File: config.mk
export PLATFORM = sky130hd
export DESIGN_NAME = piso_tx
export DESIGN_NICKNAME = d
export VERILOG_FILES = /design/src/rtl/piso_tx.sv
export SDC_FILE = /design/constraint.sdc
export NUM_CORES = 1
export LEC_CHECK = 0
export ABC_AREA = 1
export BUFFER_PORTS_ARGS = -buffer_cell sky130_fd_sc_hd__buf_2
export CAP_MARGIN = 20
export CORE_AREA = 5 5 42 44
export DETAILED_ROUTE_END_ITERATION = 10
export DIE_AREA = 0 0 47 49
export PLACE_DENSITY_LB_ADDON = 0.1
export SLEW_MARGIN = 10
export SYNTH_ARGS = -nofsm -noshare
export SYNTH_HDL_FRONTEND = slang
export SYNTH_SLANG_ARGS = --single-unit
File: constraint.sdc
create_clock -name clock -period 1.81 [get_ports clock]
set_input_delay 0.362 -clock clock [delete_from_list [all_inputs] [get_ports clock]]
set_output_delay 0.362 -clock clock [all_outputs]
set_load 0.05 [all_outputs]
File: src/rtl/piso_tx.sv
// Parallel-in / serial-out transmitter: takes a WIDTH-bit word over a valid/ready
// handshake and shifts it out one bit per clock, back-to-back when kept fed.
module piso_tx #(
  parameter int WIDTH     = 4,
  parameter bit MSB_FIRST = 1'b1
) (
  input  logic             clock,
  input  logic             reset,
  input  logic [WIDTH-1:0] par_in,
  input  logic             load_valid,
  output logic             load_ready,
  output logic             serial_out,
  output logic             serial_valid,
  output logic             done,
  output logic             busy,
  output logic             dbg_state
);

  // Handshake: a word transfers on a rising edge where load_valid && load_ready.
  // load_ready is a function of state and counter only (never of load_valid), is
  // high in IDLE and on the last bit of a word, and is held low while reset=0.

  localparam int CW = $clog2(WIDTH);
  localparam logic [CW-1:0] LAST = CW'(WIDTH - 1);

  typedef enum logic {
    IDLE  = 1'b0,
    SHIFT = 1'b1
  } state_t;

  state_t           state, state_next;
  logic [WIDTH-1:0] sr, sr_next, sr_shift;
  logic [CW-1:0]    cnt, cnt_next;
  logic             at_last;
  logic             accept;

  always_ff @(posedge clock or negedge reset) begin
    if (!reset) begin
      state <= IDLE;
      sr    <= '0;
      cnt   <= '0;
    end else begin
      state <= state_next;
      sr    <= sr_next;
      cnt   <= cnt_next;
    end
  end

  always_comb begin
    state_next = state;
    sr_next    = sr;
    cnt_next   = cnt;
    at_last    = (cnt == LAST);
    sr_shift   = MSB_FIRST ? {sr[WIDTH-2:0], 1'b0} : {1'b0, sr[WIDTH-1:1]};
    load_ready = 1'b0;

    case (state)
      IDLE:    load_ready = 1'b1;
      SHIFT:   load_ready = at_last;
      default: load_ready = 1'b0;
    endcase
    // Reset is asynchronous, so the ready flag must drop with it, not a clock later.
    load_ready = load_ready & reset;
    accept     = load_valid & load_ready;

    if (accept) begin
      state_next = SHIFT;
      sr_next    = par_in;
      cnt_next   = '0;
    end else if (state == SHIFT) begin
      sr_next = sr_shift;
      if (at_last) begin
        state_next = IDLE;
        cnt_next   = '0;
      end else begin
        cnt_next = cnt + 1'b1;
      end
    end
  end

  // par_in only reaches the output through sr, so X on par_in outside an
  // accepting edge can never show up on serial_out.
  always_comb begin
    serial_valid = (state == SHIFT);
    busy         = (state == SHIFT);
    done         = (state == SHIFT) && at_last;
    serial_out   = 1'b0;
    if (state == SHIFT) begin
      serial_out = MSB_FIRST ? sr[WIDTH-1] : sr[0];
    end
    dbg_state = (state == SHIFT);
  end

endmodule

==> impl_summary.log <==
[metrics] outcome: complete, no violations
[metrics] die width: 47 µm
[metrics] number of design-rule violations left by the first detailed-router iteration: 4
[metrics] switching power as a share of total power: 53.6%
[metrics] average cell area after synthesis: 7.88 µm²
[metrics] Worst setup EP type: output pin
[metrics] count of standard-cell rows: 14
[metrics] placed standard-cell area: 479 µm²
[metrics] final total negative setup slack: 0 ps
[metrics] WP data required: 1450 ps
[metrics] Root Buffer: sky130_fd_sc_hd__clkbuf_4
[metrics] achievable frequency: 607 MHz
[metrics] part of the power in the clock network: 15.2%
[metrics] cell type of the slowest stage on the worst timing path: sky130_fd_sc_hd__dfrtp_1
[metrics] total number of vias: 368
[metrics] clock tree from TritonCTS: yes
[metrics] Post-Route WL: 846 µm
[metrics] GR Util All Layers: 7.93%
[metrics] fraction of post-synthesis cell area in the top cell type by area: 41.9%
[metrics] routing layer with the top usage in global route: met2
[metrics] met3 track utilization from global routing: 2.58%
[metrics] # hold bufs at CTS: 0
[metrics] critical path type: reg2out
[metrics] type of origin of the critical path: register
[metrics] post-CTS setup buffers: 0
[metrics] kind of cell with the highest combined delay on the critical path: buffers and inverters
[metrics] H-tree levels: 1
[metrics] register area share after synthesis: 41.9%
[metrics] pin count of the biggest net entering global routing: 13
[metrics] count of buffers from port buffering: 12
[metrics] setup violation total in the final timing report: 0
[metrics] share of the core filled with cells in the final layout: 36.1%
[metrics] number of detailed-route iterations in the first pass: 4
[metrics] number of fill cells in the layout: 167
[metrics] cell count after synthesis: 53
[metrics] I/O pin count: 13
[metrics] WP buf/inv: 2
[metrics] count of cell types in the netlist: 12
[metrics] maximum ir drop on the vdd rail: 555 µV
[metrics] routing usage on met1: 9.40%
[metrics] Antenna Violating Nets Remaining: 0
[metrics] clock sink total: 7
[metrics] fin. max-slew vios: 0
[metrics] WP data arrival: 1290 ps
[metrics] Via density: 4.43
[metrics] maximum clock insertion buffer count: 2
[metrics] Hold Path Class: in2async
[metrics] biggest area contributors in the synthesized netlist: sky130_fd_sc_hd__dfrtp_1 (42%), sky130_fd_sc_hd__nand2_1 (19%), sky130_fd_sc_hd__nand3_1 (7.2%), sky130_fd_sc_hd__inv_1 (7.2%), sky130_fd_sc_hd__nand4_1 (4.5%)
[metrics] part of the total power dissipated in sequential elements: 30.4%
[metrics] net count reported at finish: 76
[metrics] Mapped Nets: 61
[metrics] y dimension of the die: 49 µm
[metrics] final std cell area, no fill: 505 µm²
[metrics] starting density of the core: 29.8%
[metrics] area of the core: 1400 µm²
[metrics] worst slew pin tran: 406 ps
[metrics] diodes inserted: 0
[metrics] PwrDens: 1940 nW/µm²
[metrics] worst hold slack after final layout: 34.5 ps
[metrics] R2R Path End: sr[1]$_DFFE_PN0P_
[metrics] portion of total power attributed to combinational logic: 54.4%
[metrics] share of post-route cells with drive strength above 1: 28.4%
[metrics] clock-pin slew on the worst setup and hold paths: 60 ps
[metrics] number of design rule violations left after detail routing: 0
[metrics] warnings from Yosys: 0
[metrics] TritonCTS Buffers: 3
[metrics] Total Die Area: 2300 µm²
[metrics] cell area after synthesis: 418 µm²
[metrics] relative slew slack: 72.9%
[metrics] share of the cycle needed by the critical path after routing: 91.0%
[metrics] met2 demand-to-capacity share in global routing: 11.5%
[metrics] post-CTS resize count: 0
[metrics] maximum single-stage delay on the critical path: 360 ps
[metrics] most area-hungry cell type in the Yosys netlist: sky130_fd_sc_hd__dfrtp_1
[metrics] time the final worst path needs with I/O delays and setup: 1650 ps
[metrics] vias in the first global route: 319
[metrics] antenna violations before repair: 0
[metrics] depth of the worst register-to-register path: 7
[metrics] WL per Instance: 10.2 µm
[metrics] Reg2Reg Setup Slack: 580 ps
[metrics] number of synthesized register bits: 7
[metrics] GRT Residual Overflow: 0
[metrics] total power: 0.983 mW
[metrics] layout-stage area growth over the synthesis result: 21.0%
[metrics] critical path, cell by cell: ha_1, inv_1, a21boi_2, buf_2
[metrics] switching component of the power: 0.527 mW
[metrics] Skew-Pair Late Insertion Delay: 250 ps
[metrics] Detail Placement HPWL: 590 µm
[metrics] Int Power: 0.456 mW
[metrics] max-capacitance violation count: 0
[metrics] worst-path fanout max: 3
[metrics] unrepaired setup endpoints after global routing: no
[metrics] first-pass GRT wire length: 1.30 mm
[metrics] Leakage: 0.308 nW
[metrics] endpoints failing hold: 0
[metrics] origin of the critical flop-to-flop path: cnt[0]$_DFFE_PN0P_
[metrics] final weighted congestion in routability-driven placement: 0.709
[metrics] Post-Route Skew: 0.575 ps
[per-stage QoR]
stage / cells / setup slack, ps
6_report: 83 / 162
3_3_place_gp: 79 / 419
2_1_floorplan: 53 / 155
5_1_grt: 83 / 85.1
4_1_cts: 83 / 154
3_5_place_dp: 79 / 422
[per-layer routing]
layer	up-vias	routed length [µm]
li1	191	-
met5	-	0
met3	2	70
met1	163	373
met4	0	10
met2	12	391
[worst max path at each step]
stage / start / to / slack [ps] / cells past startpoint
3_5_place_dp: cnt[0]$_DFFE_PN0P_ / load_ready / 420 / 4
3_3_place_gp: cnt[0]$_DFFE_PN0P_ / load_ready / 420 / 4
6_report: cnt[0]$_DFFE_PN0P_ / load_ready / 160 / 4
4_1_cts: cnt[0]$_DFFE_PN0P_ / load_ready / 150 / 4
5_1_grt: cnt[0]$_DFFE_PN0P_ / load_ready / 90 / 4
2_1_floorplan: busy$_DFF_PN0_ / load_ready / 150 / 2
[synth_stat cells]
| cell | number |
|---|---|
| sky130_fd_sc_hd__nand3_4 | 1 |
| sky130_fd_sc_hd__nand2_4 | 1 |
| sky130_fd_sc_hd__nand4_1 | 3 |
| sky130_fd_sc_hd__inv_1 | 8 |
| sky130_fd_sc_hd__buf_4 | 2 |
| sky130_fd_sc_hd__nand3_1 | 6 |
| sky130_fd_sc_hd__or2_0 | 1 |
| sky130_fd_sc_hd__a21boi_2 | 1 |
| sky130_fd_sc_hd__nand2_1 | 21 |
| sky130_fd_sc_hd__buf_6 | 1 |
| sky130_fd_sc_hd__ha_1 | 1 |
| sky130_fd_sc_hd__dfrtp_1 | 7 |
[power by group through the flow]
stage	clock network (mW)	logic (mW)	registers, mW
3_5_place_dp	0	0.539	0.302
6_report	0.149	0.535	0.299
2_1_floorplan	0	0.472	0.306
4_1_cts	0.147	0.541	0.300
5_1_grt	0.159	0.591	0.311
3_3_place_gp	0	0.547	0.302
[flip-flops by register name, indices dropped and copies added, names as in the netlist]
name  flops
cnt       2
sr        4
busy      1
[cells by family (layout without fill, tap and decap cells)]
| group | after synthesis | after routing | share of synthesized area [%] |
|---|---|---|---|
| AND/OR/NAND/NOR | 33 | 33 | 38.9 |
| buffers and inverters | 11 | 25 | 13.5 |
| flip-flops | 7 | 7 | 41.9 |
| AO/OA/AOI/OAI | 1 | 1 | 2.69 |
| adder cells (fa/ha/maj) | 1 | 1 | 2.99 |
[layout by cell type, fill, tap and decap left out, drive strengths merged]
master  count
nand3       7
nand2      22
clkbuf      4
buf        13
nand4       3
dfrtp       7
or2         1
inv         8
ha          1
a21boi      1
[area by class of cell]
type	instances	area (µm²)	area share, %
multi-input combinational	35	186	36.9
timing repair buffer	13	67.6	13.4
sequential	7	175	34.7
clock buffer	4	26.3	5.20
tap	16	20.0	3.96
inverter	8	30.0	5.94
(Power assumes the default switching activity.)
